[src/rtl/rv32i_mc_control_unit.sv]
// rtl/rv32i_mc_control_unit.sv - multi-cycle RV32I control FSM (Moore, shared ALU, unified memory port)
// Define RV32I_MC_MEM_WAIT_EN to add mem_ready and stall FETCH/MEMREAD/MEMWRITE until it is high.
module rv32i_mc_control_unit #(
  parameter int ALUCTRL_W       = 4,
  parameter bit TRAP_ON_ILLEGAL = 1'b1
) (
  input  logic                 clk,
  input  logic                 rst_n,
  input  logic [6:0]           op,
  input  logic [2:0]           funct3,
  input  logic                 funct7b5,
  input  logic                 Zero,
  input  logic                 LT,
  input  logic                 LTU,
`ifdef RV32I_MC_MEM_WAIT_EN
  input  logic                 mem_ready,
`endif
  output logic                 PCWrite,
  output logic                 AdrSrc,
  output logic                 MemWrite,
  output logic                 IRWrite,
  output logic                 RegWrite,
  output logic [1:0]           ResultSrc,
  output logic [1:0]           ALUSrcA,
  output logic [1:0]           ALUSrcB,
  output logic [2:0]           ImmSrc,
  output logic [ALUCTRL_W-1:0] ALUControl,
  output logic                 illegal,
  output logic [3:0]           state_o
);

  typedef enum logic [3:0] {
    S_FETCH = 4'd0, S_DECODE = 4'd1, S_MEMADR = 4'd2, S_MEMREAD = 4'd3,
    S_MEMWB = 4'd4, S_MEMWRITE = 4'd5, S_EXECR = 4'd6, S_EXECI = 4'd7,
    S_ALUWB = 4'd8, S_BRANCH = 4'd9, S_JAL = 4'd10, S_JALR = 4'd11,
    S_LINK = 4'd12, S_LUI = 4'd13, S_TRAP = 4'd14
  } state_t;

  localparam logic [3:0] ALU_ADD = 4'd0, ALU_SUB = 4'd1, ALU_AND = 4'd2, ALU_OR = 4'd3,
                         ALU_XOR = 4'd4, ALU_SLT = 4'd5, ALU_SLTU = 4'd6, ALU_SLL = 4'd7,
                         ALU_SRL = 4'd8, ALU_SRA = 4'd9;

  state_t     state_q, state_d;
  logic       mem_rdy;
  logic       pc_w, mem_w, ir_w, reg_w, adr_src, taken;
  logic [1:0] res_src, src_a, src_b;
  logic [3:0] alu_op, alu_dec;

`ifdef RV32I_MC_MEM_WAIT_EN
  assign mem_rdy = mem_ready;
`else
  assign mem_rdy = 1'b1;
`endif

  always_ff @(posedge clk or negedge rst_n) begin
    if (!rst_n) state_q <= S_FETCH;
    else        state_q <= state_d;
  end

  always_comb begin
    taken = 1'b0;
    case (funct3)
      3'b000:  taken = Zero;
      3'b001:  taken = !Zero;
      3'b100:  taken = LT;
      3'b101:  taken = !LT;
      3'b110:  taken = LTU;
      3'b111:  taken = !LTU;
      default: taken = 1'b0;
    endcase
  end

  // sub is only meaningful for register-register ops; addi ignores instr[30]
  always_comb begin
    alu_dec = ALU_ADD;
    case (funct3)
      3'b000:  alu_dec = (op[5] && funct7b5) ? ALU_SUB : ALU_ADD;
      3'b001:  alu_dec = ALU_SLL;
      3'b010:  alu_dec = ALU_SLT;
      3'b011:  alu_dec = ALU_SLTU;
      3'b100:  alu_dec = ALU_XOR;
      3'b101:  alu_dec = funct7b5 ? ALU_SRA : ALU_SRL;
      3'b110:  alu_dec = ALU_OR;
      default: alu_dec = ALU_AND;
    endcase
  end

  always_comb begin
    state_d = state_q;
    pc_w    = 1'b0;
    mem_w   = 1'b0;
    ir_w    = 1'b0;
    reg_w   = 1'b0;
    adr_src = 1'b0;
    res_src = 2'b00;
    src_a   = 2'b00;
    src_b   = 2'b00;
    alu_op  = ALU_ADD;
    case (state_q)
      S_FETCH: begin
        ir_w    = mem_rdy;
        pc_w    = mem_rdy;
        src_b   = 2'b10;
        res_src = 2'b10;
        if (mem_rdy) state_d = S_DECODE;
      end
      S_DECODE: begin
        src_a = 2'b01;
        src_b = 2'b01;
        case (op)
          7'b0000011, 7'b0100011: state_d = S_MEMADR;
          7'b0110011:             state_d = S_EXECR;
          7'b0010011:             state_d = S_EXECI;
          7'b1100011:             state_d = S_BRANCH;
          7'b1101111:             state_d = S_JAL;
          7'b1100111:             state_d = S_JALR;
          7'b0110111:             state_d = S_LUI;
          default:                state_d = TRAP_ON_ILLEGAL ? S_TRAP : S_FETCH;
        endcase
      end
      S_MEMADR: begin
        src_a   = 2'b10;
        src_b   = 2'b01;
        state_d = op[5] ? S_MEMWRITE : S_MEMREAD;
      end
      S_MEMREAD: begin
        adr_src = 1'b1;
        if (mem_rdy) state_d = S_MEMWB;
      end
      S_MEMWB: begin
        res_src = 2'b01;
        reg_w   = 1'b1;
        state_d = S_FETCH;
      end
      S_MEMWRITE: begin
        adr_src = 1'b1;
        mem_w   = 1'b1;
        if (mem_rdy) state_d = S_FETCH;
      end
      S_EXECR: begin
        src_a   = 2'b10;
        alu_op  = alu_dec;
        state_d = S_ALUWB;
      end
      S_EXECI: begin
        src_a   = 2'b10;
        src_b   = 2'b01;
        alu_op  = alu_dec;
        state_d = S_ALUWB;
      end
      S_ALUWB: begin
        reg_w   = 1'b1;
        state_d = S_FETCH;
      end
      S_BRANCH: begin
        src_a   = 2'b10;
        alu_op  = ALU_SUB;
        pc_w    = taken;
        state_d = S_FETCH;
      end
      S_JAL: begin
        pc_w    = 1'b1;
        src_a   = 2'b01;
        src_b   = 2'b10;
        state_d = S_ALUWB;
      end
      S_JALR: begin
        src_a   = 2'b10;
        src_b   = 2'b01;
        res_src = 2'b10;
        pc_w    = 1'b1;
        state_d = S_LINK;
      end
      S_LINK: begin
        src_a   = 2'b01;
        src_b   = 2'b10;
        state_d = S_ALUWB;
      end
      S_LUI: begin
        src_a   = 2'b11;
        src_b   = 2'b01;
        state_d = S_ALUWB;
      end
      S_TRAP:  state_d = S_TRAP;
      default: state_d = S_FETCH;
    endcase
  end

  always_comb begin
    case (op)
      7'b0000011, 7'b0010011, 7'b1100111: ImmSrc = 3'b000;
      7'b0100011:                         ImmSrc = 3'b001;
      7'b1100011:                         ImmSrc = 3'b010;
      7'b1101111:                         ImmSrc = 3'b011;
      7'b0110111:                         ImmSrc = 3'b100;
      default:                            ImmSrc = 3'b000;
    endcase
  end

  // strobes are gated by rst_n so nothing leaks out while FETCH is held in reset
  assign PCWrite    = rst_n & pc_w;
  assign MemWrite   = rst_n & mem_w;
  assign IRWrite    = rst_n & ir_w;
  assign RegWrite   = rst_n & reg_w;
  assign illegal    = rst_n & (state_q == S_TRAP);
  assign AdrSrc     = adr_src;
  assign ResultSrc  = res_src;
  assign ALUSrcA    = src_a;
  assign ALUSrcB    = src_b;
  assign ALUControl = ALUCTRL_W'(alu_op);
  assign state_o    = state_q;

endmodule

[config.mk]
export PLATFORM = sky130hd
export DESIGN_NAME = rv32i_mc_control_unit
export DESIGN_NICKNAME = d
export VERILOG_FILES = /design/src/rtl/rv32i_mc_control_unit.sv
export SDC_FILE = /design/constraint.sdc
export NUM_CORES = 1
export LEC_CHECK = 0
export CELL_PAD_IN_SITES_DETAIL_PLACEMENT = 1
export CELL_PAD_IN_SITES_GLOBAL_PLACEMENT = 2
export CORE_ASPECT_RATIO = 1.2
export CORE_MARGIN = 4
export CORE_UTILIZATION = 20
export CTS_BUF_LIST = sky130_fd_sc_hd__clkbuf_8
export DETAILED_ROUTE_END_ITERATION = 16
export PLACE_DENSITY_LB_ADDON = 0.3
export SYNTH_ARGS = -nofsm -noshare
export SYNTH_HDL_FRONTEND = slang
export SYNTH_SLANG_ARGS = --single-unit
[constraint.sdc]
create_clock -name clk -period 2.1 [get_ports clk]
set_clock_uncertainty 0.2 [all_clocks]
set_input_delay 0.42 -clock clk [delete_from_list [all_inputs] [get_ports clk]]
set_output_delay 0.42 -clock clk [all_outputs]
set_load 0.02 [all_outputs]
# Word-level counts from Yosys, hierarchy flattened
# Cells that the tools add are included.
[totals]
ff_bits = 4
in_bits = 16
output_inout_bits = 23
elab_cells = 69
[classes]
eq_ne = 29
muxes = 17
n_bitwise = 5
reduce_logical = 17
[op_table]
columns = ["op", "n"]
rows = [
  ["case mux 4 bit (7 select lines)", 3],
  ["== test 4 bit (second input constant)", 7],
  ["== test 7 x 6 -> 1 bit (second input constant)", 3],
  ["== test 7 bit (second input constant)", 3],
  ["== test 4 x 3 -> 1 bit (second input constant)", 4],
  ["OR reduction 5 bit", 3],
  ["== test 3 bit (second input constant)", 4],
  ["case mux 3 bit (4 select lines)", 1],
  ["OR reduction 2 bit", 5],
  ["OR reduction 3 bit", 3],
  ["== test 4 x 2 -> 1 bit (second input constant)", 2],
  ["case mux 2 bit (2 select lines)", 2],
  ["case mux 4 bit (2 select lines)", 1],
  ["== test 7 x 2 -> 1 bit (second input constant)", 1],
  ["== test 7 x 5 -> 1 bit (second input constant)", 1],
  ["== test 3 x 2 -> 1 bit (second input constant)", 2],
  ["2-to-1 mux 1 bit", 6],
  ["case mux 1 bit (6 select lines)", 1],
  ["case mux 2 bit (3 select lines)", 1],
  ["AND 1 bit", 5],
  ["== test 4 x 1 -> 1 bit (second input constant)", 1],
  ["zero test 4 bit", 1],
  ["== test 3 x 1 -> 1 bit (second input constant)", 1],
  ["zero test 1 bit", 3],
  ["4 further kinds", 4],
]

# Depth between registers and ports, before layout
[depth]
depth_word = 4
ltp_mapped = 5
ltp_nobuf = 4

# Worst setup path before layout
# Ideal clock, no wire load.
[synth_path]
path_kind = "flip-flop to output port"
start = "register state_q[1], in the netlist state_o[1]"
end = "output port ALUControl[0]"
arrival_time_ns = 1.440
required_ns = 1.480
setup_slack_ns = 0.040
stages_incl_launch_ff = 5
path_buffers = 2
cell_sequence = "dfrtp_1 buf_2 buf_2 nand2_1 o21ai_0"
[synth_via]
elab_chain_cells = 3
elab_cells_between_ends = 5
cone_classes = "eq/ne (3); mux (1); reduce/logical (1)"
[synth_lines]
columns = ["element", "line", "text"]
rows = [
  ["start, declared", "43", "state_t state_q, state_d;"],
  ["start signal, assigned", "57", "else state_q <= state_d;"],
  ["== test 4 x 3 -> 1 bit", "99", "case (state_q)"],
  ["OR reduction 2 bit (no source line)", "-", ""],
  ["case mux 4 bit (2 select lines) *", "99", ""],
  ["end, declared", "27", "output logic [ALUCTRL_W-1:0] ALUControl,"],
]
# Every way passes the cells marked *; elsewhere a longest branch is shown, timed or not.

# Worst setup path in the final report
[layout_path]
start = "register state_q[1], in the netlist state_o[1]"
end = "output port AdrSrc"
[layout_via]
elab_chain_cells = 3
elab_cells_between_ends = 4
cone_classes = "eq/ne (2); mux (1); reduce/logical (1)"
[layout_lines]
columns = ["element", "line", "text"]
rows = [
  ["== test 4 x 3 -> 1 bit / == test 4 x 2 -> 1 bit (equally long branches)", "99", ""],
  ["OR reduction 2 bit (no source line) *", "-", ""],
  ["2-to-1 mux 1 bit *", "99", ""],
  ["end, declared", "19", "output logic AdrSrc,"],
]
# Marks and branches as above.

==> impl_results.md <==
- Post-synthesis sequential area ratio: 0.1416
- #FFs+latches synth: 4
- Slew HR: 0.8469
- Starting DRT DRC Count: 12
- # diodes: 0
- Syn-to-layout area delta: 102.5%
- Post-DP HPWL: 2.611 mm
- RSZ-0062 raised after global routing: true
- Outcome: finished, final reports clean
- Die area: approximately 0.0046 mm²
- Ys async rst share: 1.000
- Largest net degree at the start of global routing: 12
- P per Cell Area: between 1000 and 1500 mW/mm²
- Crit path required time: 1480 ps
- Max cap viols: 0
- Crit path buf inv count: 2
- IO buf count: 38
- Hold Path End: state_o[0]
- Drt first pass iters: 3
- Top routing layer used: met4
- Hold-fix buffers, CTS: 0
- # setup viols final: 0
- Io pins: 39
- Hold Slack: between 400 and 500 ps
- Placer Congestion: between 0.6 and 0.7
- Setup crit end kind: output port
- CP peak stage delay: 410 ps
- Vias in the first global route: 1195
- TritonCTS buffer count: 3
- CP Launch Type: register
- Remaining antenna violation count after routing: 0
- Worst Hold Class: reg2reg
- Setup CP Type: reg2out
- Hold Crit Start: state_o[3]
- CP cell instances: buf_4 -> xnor2_1 -> nor3_1 -> clkdlybuf4s15_1
- Syn Nets: around 130
- CP max FO: 9
- Metal3 WL: between 100 and 150 µm
- Final hold viol count: 0
- Worst slew pin tran: around 230 ps
- Placed inst area: 0.001385 mm²
- Vias per cell: slightly below 5
- Drt wl/cell: around 14 µm
- Clk buf depth: 2
- YS warnings: 0
- Slowest stage cell, crit path: dfrtp_1
- EDFF count, synth: 0
- Die width: between 60 and 70 µm
- Gate Count Post-Synth: 113
- TritonCTS clock tree: yes
- Fin area: roughly 0.0014 mm²
- Total wire length: a little over 3 mm
- VDD IR max: 0.0004817 V
- Row Count: 23
- Worst reg2reg startpoint: state_o[3]
- Max reg flops: 4
- WP data arrival: about 1400 ps
- Lkg Pwr: about 0.72 nW
- Initial core utilization: 0.2100
- Worst R2R End: state_o[3]
- Avg Cell Area, Syn: about 6.3 µm²
- Initial antenna violation count: 0
- Dominant synthesized flop cell: dfrtp_1
- H-tree depth: 1
- Final count of pins violating max slew: 0
- Hold Path Depth: 2
- Clock sinks: 4
- NumNets Final: roughly 200
- Final Cycle Share: 0.9746
- Drt drc: 0
- Global-route wire length before repair: approximately 5.2 mm
- Skew-Pair Late Insertion Delay: ~220 ps
- Met2 WL: around 1.8 mm
- GR Overflow Total: 0
- Mapped Area: 706.9 µm²
- Netlist cell types: 35
- Met1 WL: 1.104 mm
- Total track usage: 0.1376
- R2R depth: 5
- Layout cells sized above 1: 0.4462
- Core box area: 0.003367 mm²
- Post-layout minimum cycle time: 2047 ps
- Via count: roughly 1100
- Clock Pin Slew Worst Setup and Hold Paths: roughly 30 ps
- CTS Root Cell: clkbuf_8
- Cell family with most CP delay: buffers and inverters
- Flop-to-flop setup slack: 570 ps
- Die Height: 73.13 µm
- FMAX: slightly below 0.5 GHz
power breakdown:
group / switching, mW / internal (mW) / leakage (nW)
Clock: 0.0419 / 0.122 / 0.0216
Sequential: 0.0283 / 0.110 / 0.0512
Combinational: 0.661 / 0.597 / 0.651
Total: 0.731 / 0.829 / 0.724
logic make-up after synthesis:
kind of cell	count (synthesis)	synth area share
flops	4	0.1416
xor+xnor	5	0.06194
mux	2	0.02832
buf+inv	14	0.1009
simple gates	60	0.4159
compound gates	28	0.2513
tightest hold or removal path: cells and delay by family (launching register included):
| family | cells | cell delay (ps) |
|---|---|---|
| AOI/OAI and AO/OA | 1 | 60 |
| buffers and inverters | 1 | 140 |
| DFF | 1 | 370 |
area by class of cell:
cell class	instances	area (µm²)
Sequential cell	4	100.1
Clock buffer	3	41.29
Multi-Input combinational cell	95	580.6
Fill cell	453	1936
Tap cell	37	46.29
Inverter	4	15.01
Timing Repair Buffer	80	648.1
Yosys cell counts (all sizes together), types with 2 or more instances:
master / count / share of area
dfrtp: 4 / 0.14
nand2: 18 / 0.096
buf: 10 / 0.080
nand2b: 5 / 0.044
and3: 2 / 0.018
a21oi: 8 / 0.057
o21ai: 8 / 0.057
nor3: 6 / 0.050
inv: 4 / 0.021
nand3: 6 / 0.042
xor2: 4 / 0.050
a31oi: 2 / 0.018
and2b: 2 / 0.021
nor2: 13 / 0.069
mux2i: 2 / 0.028
nor2b: 2 / 0.018
and2: 2 / 0.018
what timing repair did:
action,CTS,global route
pin swaps,5,7
setup buffers,0,1
setup endpoints to repair,19,19
gates resized for setup,92,35
layer usage:
| layer | up-vias | track usage |
|---|---|---|
| li1 | 539 | - |
| met1 | 504 | 0.1267 |
| met2 | 30 | 0.2984 |
| met3 | 4 | 0.01233 |
| met4 | 0 | 0.05660 |
| met5 | - | 0 |
placed cells by master (no fill, tap or decap), types with 3 or more instances in the layout:
cell type | netlist | final
buf_4 | 0 | 47
nand2_1 | 18 | 16
buf_2 | 9 | 9
nor2_1 | 13 | 7
a21oi_1 | 8 | 7
nand3_1 | 6 | 6
nor2_2 | 0 | 6
o21ai_0 | 7 | 6
nor3_1 | 5 | 5
nand2b_1 | 5 | 5
clkdlybuf4s50_1 | 0 | 5
dlymetal6s2s_1 | 0 | 5
xor2_1 | 4 | 4
dlygate4sd2_1 | 0 | 4
clkdlybuf4s15_2 | 0 | 4
dfrtp_1 | 4 | 4
clkbuf_8 | 0 | 3
clkdlybuf4s15_1 | 0 | 3
how the worst max path moves through the flow:
stage | startpoint | end | slack (ps) | cells past startpoint
2_1_floorplan | state_o[1] | ALUControl[0] | 40 | 4
3_3_place_gp | funct3[2] | PCWrite | -690 | 6
3_5_place_dp | funct3[0] | ALUControl[0] | -770 | 6
4_1_cts | state_o[3] | ALUSrcB[0] | -120 | 5
5_1_grt | state_o[3] | ALUSrcB[0] | -6 | 5
6_report | state_o[1] | AdrSrc | 50 | 4
metrics by stage:
stage	utilization	setup WS, ps	power, mW	TNS [ps]	std cells
2_1_floorplan	-	39.90	0.7558	0	113
3_5_place_dp	0.4114	-771.2	1.438	-6731	219
6_report	0.4251	53.43	1.560	0	223
5_1_grt	0.4251	-6.111	1.685	-6.111	223
4_1_cts	0.4195	-117.1	1.578	-225.3	222
3_3_place_gp	0.4114	-685.6	1.404	-6160	219
Power figures use the tool's default switching activity.
